**src/rtl/pulse_stretcher.sv**
```systemverilog
// pulse_stretcher
//   Turns single-cycle event pulses into clean fixed-width levels for
//   LEDs, buzzers and indicator drives. Each accepted pulse produces one
//   high level of HOLD_CYCLES followed by at least GAP_CYCLES of low.
//   Pulses that arrive while a pulse or gap is in progress are counted in
//   a saturating pending counter and replayed later. Once that counter is
//   full, further pulses are dropped and the sticky ovf flag is set.
//
//   Optional feature macro: PULSE_STRETCHER_RETRIGGER_EN
//     When it is defined, a pulse that arrives during HOLD restarts the
//     hold timer instead of being queued. This lengthens the current level
//     and gives "activity LED" behaviour. GAP and IDLE behave the same
//     with or without the macro.
//
// Ports
//   clk        system clock
//   rst        synchronous, active-high reset
//   pulse_in   single-cycle event pulse; each high cycle counts as one event
//   clr_ovf    synchronous clear of ovf; a drop in the same cycle wins
//   pulse_out  stretched output level, registered (high exactly in HOLD)
//   busy       combinational: FSM not idle or pulses still queued
//   pending    number of queued pulses not yet output
//   ovf        sticky: a pulse was dropped because the queue was full

module pulse_stretcher #(
  parameter int HOLD_CYCLES = 2_000_000,
  parameter int GAP_CYCLES  = 1_000_000,
  parameter int CNT_W       = 23,
  parameter int PEND_W      = 4
) (
  input  logic              clk,
  input  logic              rst,
  input  logic              pulse_in,
  input  logic              clr_ovf,
  output logic              pulse_out,
  output logic              busy,
  output logic [PEND_W-1:0] pending,
  output logic              ovf
);

  typedef enum logic [1:0] {
    IDLE = 2'd0,
    HOLD = 2'd1,
    GAP  = 2'd2
  } state_t;

  localparam logic [CNT_W-1:0]  HOLD_LAST = CNT_W'(HOLD_CYCLES - 1);
  localparam logic [CNT_W-1:0]  GAP_LAST  = CNT_W'(GAP_CYCLES - 1);
  localparam logic [PEND_W-1:0] PEND_MAX  = '1;

  state_t           state;
  logic [CNT_W-1:0] timer;

  // Queue bookkeeping. These terms are decoded from the current state, so
  // the FSM and the pending counter update together in the same edge.
  logic gap_end;     // last cycle of the gap, where the next pulse is picked
  logic deq;         // the gap ends and a queued pulse is launched
  logic direct;      // the gap ends with an empty queue and takes pulse_in directly
  logic enq_req;     // pulse_in must go to the queue this cycle
  logic drop;        // the queue is full and the pulse cannot be kept

  assign gap_end = (state == GAP) && (timer == GAP_LAST);
  assign deq     = gap_end && (pending != '0);
  assign direct  = gap_end && (pending == '0) && pulse_in;

`ifdef PULSE_STRETCHER_RETRIGGER_EN
  // A pulse during HOLD only extends the level and is never queued.
  assign enq_req = pulse_in && (state == GAP) && !direct;
`else
  assign enq_req = pulse_in && ((state == HOLD) || (state == GAP)) && !direct;
`endif

  // When a dequeue happens in the same cycle, it frees a slot, so a
  // saturated queue can still accept the pulse. The net count then
  // stays the same.
  assign drop = enq_req && (pending == PEND_MAX) && !deq;

  assign busy = (state != IDLE) || (pending != '0);

  always_ff @(posedge clk) begin
    if (rst) begin
      state     <= IDLE;
      timer     <= '0;
      pending   <= '0;
      ovf       <= 1'b0;
      pulse_out <= 1'b0;
    end else begin
      unique case (state)
        IDLE: begin
          if (pulse_in) begin
            state     <= HOLD;
            timer     <= '0;
            pulse_out <= 1'b1;
          end
        end

        HOLD: begin
`ifdef PULSE_STRETCHER_RETRIGGER_EN
          if (pulse_in) begin
            timer <= '0;
          end else
`endif
          if (timer == HOLD_LAST) begin
            state     <= GAP;
            timer     <= '0;
            pulse_out <= 1'b0;
          end else begin
            timer <= timer + 1'b1;
          end
        end

        GAP: begin
          if (gap_end) begin
            timer <= '0;
            if (deq || direct) begin
              state     <= HOLD;
              pulse_out <= 1'b1;
            end else begin
              state <= IDLE;
            end
          end else begin
            timer <= timer + 1'b1;
          end
        end

        default: begin
          state     <= IDLE;
          timer     <= '0;
          pulse_out <= 1'b0;
        end
      endcase

      // Pending counter. Enqueue and dequeue in the same cycle cancel out.
      if (enq_req && !drop && !deq)
        pending <= pending + 1'b1;
      else if (deq && !enq_req)
        pending <= pending - 1'b1;

      // If a drop and a clear happen in the same cycle, the set wins so
      // that the loss is not hidden.
      if (drop)
        ovf <= 1'b1;
      else if (clr_ovf)
        ovf <= 1'b0;
    end
  end

endmodule

```
**config.mk**
```make
export PLATFORM = sky130hd
export DESIGN_NAME = pulse_stretcher
export DESIGN_NICKNAME = d
export VERILOG_FILES = /design/src/rtl/pulse_stretcher.sv
export SDC_FILE = /design/constraint.sdc
export NUM_CORES = 1
export LEC_CHECK = 0
export ABC_AREA = 0
export BUFFER_PORTS_ARGS = -buffer_cell sky130_fd_sc_hd__buf_2
export CAP_MARGIN = 30
export CORE_UTILIZATION = 35
export CTS_CLUSTER_SIZE = 24
export DETAILED_ROUTE_END_ITERATION = 10
export PLACE_DENSITY = 0.56
export SKIP_CTS_REPAIR_TIMING = 1
export SLEW_MARGIN = 20
export SYNTH_ARGS = -nofsm -noshare
export SYNTH_HDL_FRONTEND = slang
export SYNTH_SLANG_ARGS = --single-unit
```
**constraint.sdc**
```tcl
create_clock -name clk -period 6.2 [get_ports clk]
set_input_delay 0.31 -clock clk [delete_from_list [all_inputs] [get_ports clk]]
set_output_delay 0.31 -clock clk [all_outputs]
set_load 0.02 [all_outputs]
```
# Word level (Yosys, flattened, before mapping)
# Index checks and enable logic that the tools add are counted.
[word_totals] reg_bits=31 inputBits=4 out_inout_bits=7 wordCells=61
[classes] n_addsub=3 eq_ne=9 n_mux=18 reduce_logical=26
[ops] cell="two-way mux 23 bit" count=3
[ops] cell="one-hot mux 23 bit (3 select lines)" count=1
[ops] cell="adder 23 x 1 -> 23 bit (second input constant)" count=1
[ops] cell="== test 23 x 20 -> 1 bit (second input constant)" count=1
[ops] cell="== test 23 x 21 -> 1 bit (second input constant)" count=1
[ops] cell="logical AND 1 bit" count=11
[ops] cell="two-way mux 4 bit" count=2
[ops] cell="two-way mux 1 bit" count=7
[ops] cell="two-way mux 2 bit" count=3
[ops] cell="one-hot mux 2 bit (3 select lines)" count=1
[ops] cell="nonzero test 2 bit" count=3
[ops] cell="adder 4 x 1 -> 4 bit (second input constant)" count=1
[ops] cell="== test 4 bit (second input constant)" count=1
[ops] cell="zero test 1 bit" count=4
[ops] cell="zero test 4 bit" count=1
[ops] cell="inequality test 2 x 1 -> 1 bit (second input constant)" count=2
[ops] cell="inequality test 2 bit (second input constant)" count=2
[ops] cell="AND reduction 4 bit" count=1
[ops] cell="nonzero test 4 bit" count=1
[ops] cell="subtractor 4 x 1 -> 4 bit (second input constant)" count=1
[ops] cell="logical OR 1 bit" count=3
[ops] cell="one-hot mux 1 bit (3 select lines)" count=1
[ops] cell="AND reduction 3 bit" count=1
[ops] cell="== test 2 x 1 -> 1 bit (second input constant)" count=1
[ops] cell="2 further kinds" count=2

# Depth between registers and ports, before layout
[logic_depth] depth_word=12 depth_mapped=12 mapped_depth_nobuf=12

# Worst setup path after synthesis
# No wires, ideal clock.
[synth_timing] path_type="flip-flop to flip-flop" startpoint="register timer[12]" endpoint="register pending[3]" arrival_time_ns=2.363 t_required_ns=6.073 setup_slack_ns=3.710 path_stages_with_launch=12 path_buffers=0 path_cell_list="dfxtp_1 -> or4_1 -> nor2_1 -> nand4_1 -> nand2b_1 -> ha_1 -> a21o_1 -> a21oi_1 -> nor2_1 -> mux2i_1 -> xor2_1 -> nor2_1"
[synth_between] elab_chain_cells=12
[synth_lines] element="start, declared" line_no="52" rtl="logic [CNT_W-1:0] timer;"
[synth_lines] element="start signal, assigned" line_no="108" rtl="timer <= timer + 1'b1;"
[synth_lines] element="start signal, assigned" line_no="122" rtl="timer <= timer + 1'b1;"
[synth_lines] element="== test 23 x 20 -> 1 bit (*)" line_no="62" rtl="assign gap_end = (state == GAP) && (timer == GAP_LAST);"
[synth_lines] element="logical AND 1 bit (*)" line_no="62"
[synth_lines] element="logical AND 1 bit (2 in series)" line_no="64" rtl="assign direct = gap_end && (pending == '0) && pulse_in;"
[synth_lines] element="zero test 1 bit" line_no="70" rtl="assign enq_req = pulse_in && ((state == HOLD) || (state == GAP)) && !direct;"
[synth_lines] element="logical AND 1 bit" line_no="70"
[synth_lines] element="logical AND 1 bit (2 in series)" line_no="76" rtl="assign drop = enq_req && (pending == PEND_MAX) && !deq;"
[synth_lines] element="zero test 1 bit" line_no="134" rtl="if (enq_req && !drop && !deq)"
[synth_lines] element="logical AND 1 bit (2 in series)" line_no="134"
[synth_lines] element="two-way mux 4 bit / nonzero test 2 bit (equally long branches)"
[synth_lines] element="end signal, assigned" line_no="135" rtl="pending <= pending + 1'b1;"
[synth_lines] element="end signal, assigned" line_no="137" rtl="pending <= pending - 1'b1;"
[synth_lines] element="end, declared" line_no="37" rtl="output logic [PEND_W-1:0] pending,"
# Mark *: on every way between the ends. The rest lies on a longest branch, timed or not.
# A chain may end at the register's enable or synchronous reset.

# Worst setup path after layout
[layout_timing] startpoint="register timer[0]" endpoint="register pending[3]"
# The elaborated chain is that of the path after synthesis.

==> flow_metrics.py <==
metrics = {
    "yosys": {
        "synth_seq_cells": 31,
        "synth_sequential_area_ratio_pct": 36.8,
        "synthSimpleGateAreaFrac_pct": 30.4,
        "share_of_the_synthesized_area_in_compound_gates_ao_oa_aoi_oai_pct": 8.92,
        "postSynthAreaPerCell_um2": 8.51,
        "synth_top_cell_area_share_pct": 36.8,
        "yosys_warnings": 0,
        "proportion_of_synthesized_area_in_mux_cells_pct": 2.45,
        "mappedNetlistArea_mm2": 0.00168,
        "synthesis.nets": 210,
        "synth_xor_area_share_pct": 11.4,
        "synth_top_family_by_area": "simple AND/OR/NAND/NOR gates",
        "synth_area_leader_cell": "sky130_fd_sc_hd__dfxtp_1",
        "synthDistinctLibCells": 42,
        "ys_top_cells_by_area": "sky130_fd_sc_hd__dfxtp_1, sky130_fd_sc_hd__nor2_1, sky130_fd_sc_hd__xor2_1, sky130_fd_sc_hd__ha_1, sky130_fd_sc_hd__xnor2_1",
        "syn-instance-count": 198,
        "synth_adder_area_share_pct": 6.39,
    },
    "critical_path": {
        "critical_path.startpoint_type": "flop",
        "crit_startpoint": "timer[0]$_SDFFE_PP0P_",
        "crit_path_max_fanout": 6,
        "timing.critical_path.arrival_ns": 2.97,
        "worstReg2RegStart": "timer[0]$_SDFFE_PP0P_",
        "end_kind": "flop",
        "worstSetupEndpoint": "pending[3]$_SDFFE_PP0P_",
        "worst_ep_required_time_ns": 6.37,
        "timing.rr.end": "pending[3]$_SDFFE_PP0P_",
        "critical_path_class": "flop to flop",
        "internal_reg_to_reg_setup_slack_ns": 3.40,
        "worst-r2r-cell-count": 12,
    },
    "power": {
        "pwr-share-clk_pct": 21.5,
        "cellPowerDensity_mw_per_mm2": 382,
        "p_int_w": 0.000418,
        "power_frac_comb_pct": 42.6,
        "p_total_w": 0.000706,
        "power.sequential.fraction_pct": 35.9,
        "netSwitchingPower_w": 0.000288,
        "max-vdd-ir-drop_mv": 0.233,
        "static-leakage-power_nw": 0.711,
        "power.switching_fraction_pct": 40.8,
    },
    "grt": {
        "grt_pass1_wl_um": 6110,
        "grt_remaining_overflow": 0,
        "grt.total_usage_pct": 15.3,
        "grt_antenna_before_repair": 0,
        "first_global_vias": 1340,
        "largest_net_degree_at_the_start_of_global_routing": 20,
    },
    "clocking": {
        "clock-root-buffer": "sky130_fd_sc_hd__clkbuf_8",
        "ctsLongestPathBuffers": 2,
        "worstSkewPairLatency_ns": 0.28,
        "path_clk_slew_ns": 0.07,
        "htreeDepth": 2,
        "clock_tree_from_tritoncts": "done",
        "cts_made_buffers": 5,
        "clock_sinks": 31,
    },
    "final_layout": {
        "mostFrequentLayoutCell": "sky130_fd_sc_hd__nor2_1",
        "final_cell_mix": "sky130_fd_sc_hd__nor2_1, sky130_fd_sc_hd__dfxtp_1, sky130_fd_sc_hd__xor2_1",
        "fill_cells": 453,
        "multi_input_gate_area_in_the_final_layout_mm2": 0.00100,
        "final_net_count": 222,
        "drive_gt1_share_pct": 10.9,
        "antennaDiodeCount": 0,
        "final-seq-area_um2": 621,
        "layout-area-overhead-vs-synth_pct": 9.81,
    },
    "drt": {
        "drtPass1Iterations": 4,
        "first_iter_violations": 47,
        "vias": 1387,
        "wl_per_cell_um": 12.7,
        "drt-vias-per-instance": 5.27,
        "drcViolationCount": 0,
        "detail_route.wirelength_um": 3350,
        "drtAntennaViolNets": 0,
    },
    "sta": {
        "timing.final.crit_share_pct": 45.2,
        "grt_setup_unrepaired": "false",
        "skew_ns": 0.00180,
        "max-slew-margin-rel_pct": 63.4,
        "final-hold-violation-count": 0,
        "slew_worst_pin_ns": 0.549,
        "fin_tns_setup_ns": 0,
        "timing.final.max_slew_violations": 0,
        "layout_min_cycle_time_ns": 2.80,
        "achievable-frequency_ghz": 0.357,
        "setup_violations": 0,
    },
    "die": {
        "placement_rows": 24,
        "ioPinCount": 11,
        "die_x_um": 71.4,
        "die_height_um": 71.4,
        "placeableCoreArea_mm2": 0.00447,
        "die_area_mm2": 0.00509,
        "initial_utilization_pct": 37.6,
    },
    "hold_path": {
        "min_path_type": "input pin to flop",
    },
    "run_status": {
        "status": "finished, final reports clean",
    },
    "placed_design": {
        "gp_congestion": 0.751,
        "count_of_input_and_output_buffers": 10,
        "dp_hpwl_um": 2410,
    },
    "job": {
        "cap_viol_max_count": 0,
    },
}
-- area by class of cell --
cell class	count	share of cell area [%]
Inverter	7	1.42
Clock buffer	5	3.72
Multi-Input combinational cell	155	54.3
Sequential cell	31	33.6
Tap cell	52	3.52
Timing Repair Buffer	10	2.71
Clock inverter	3	0.812
-- cells by family after synthesis --
group | Yosys count
fa+ha+maj | 8
mux | 4
compound gates | 23
flops | 31
buf+inv | 12
simple gates | 98
xor+xnor | 22
-- worst max-delay path, stage by stage (launching register included) --
cell and delay [ns]:
sky130_fd_sc_hd__dfxtp_1 0.36, sky130_fd_sc_hd__ha_1 0.26, sky130_fd_sc_hd__nand2b_1 0.10, sky130_fd_sc_hd__nor4_1 0.37, sky130_fd_sc_hd__nand4_1 0.34, sky130_fd_sc_hd__nand2b_1 0.25
sky130_fd_sc_hd__ha_1 0.26, sky130_fd_sc_hd__a21o_1 0.17, sky130_fd_sc_hd__a21oi_1 0.16, sky130_fd_sc_hd__nor2_1 0.05, sky130_fd_sc_hd__mux2i_1 0.15, sky130_fd_sc_hd__xor2_1 0.16
sky130_fd_sc_hd__nor2_1 0.05
-- per-stage QoR --
stage / hold slack (ns) / setup WS, ns / area (µm²) / instances / utilization [%]
floorplan: 0.468 / 3.71 / 1680 / 198 / -
global placement: 0.472 / 3.50 / 1770 / 255 / 39.5
detailed placement: 0.484 / 3.43 / 1770 / 255 / 39.5
CTS: 0.316 / 3.40 / 1850 / 263 / 41.3
global route: 0.369 / 3.11 / 1850 / 263 / 41.3
finish: 0.327 / 3.40 / 1850 / 263 / 41.3
-- synthesized netlist by cell type (all sizes together) --
cell type / instances
a21o: 1
clkbuf: 2
nand4: 9
nor4b: 1
o31a: 1
xor2: 12
nor3: 3
mux2: 1
nand2: 10
nor2: 39
a41oi: 1
o21ai: 4
nand3: 8
or4bb: 1
a211oi: 2
nand2b: 3
buf: 3
fa: 1
mux2i: 3
a21oi: 8
ha: 7
a211o: 2
o21bai: 1
inv: 7
nor3b: 1
and3: 6
and4: 4
or3: 1
a31o: 1
xnor2: 10
nor4: 2
and2: 2
nand4bb: 1
or4: 4
nor2b: 3
o31ai: 1
dfxtp: 31
o211ai: 1
-- per-layer routing --
metal	global-route usage, %	up-vias	share of wire (%)
met5	0	-	0
met4	5.33	0	1.5
met3	3.80	7	2.4
met2	22.2	15	43
met1	22.0	649	53
li1	-	716	-
-- how the worst min path moves through the flow --
stage                      startpoint                 endpoint  slack (ns)  depth (start not counted)
2_1_floorplan  timer[12]$_SDFFE_PP0P_   timer[12]$_SDFFE_PP0P_        0.47                          2
3_3_place_gp         ovf$_SDFFE_PP0P_         ovf$_SDFFE_PP0P_        0.47                          2
3_5_place_dp         ovf$_SDFFE_PP0P_         ovf$_SDFFE_PP0P_        0.48                          2
4_1_cts                       clr_ovf         ovf$_SDFFE_PP0P_        0.32                          4
5_1_grt                           rst  pending[3]$_SDFFE_PP0P_        0.37                          2
6_report                      clr_ovf         ovf$_SDFFE_PP0P_        0.33                          4
-- registers in the layout, indices dropped and copies added, names as in the netlist --
signal,count
timer,23
pending,4
state,2
ovf,1
pulse_out,1
-- power by group through the flow --
stage	logic [W]	registers, W	clock network, W
after floorplan	0.000230	0.000269	0
final	0.000301	0.000253	0.000152
after CTS	0.000305	0.000253	0.000158
after detailed placement	0.000303	0.000258	0
after global placement	0.000305	0.000258	0
after global routing	0.000345	0.000259	0.000166
Power figures use the tool's default switching activity.
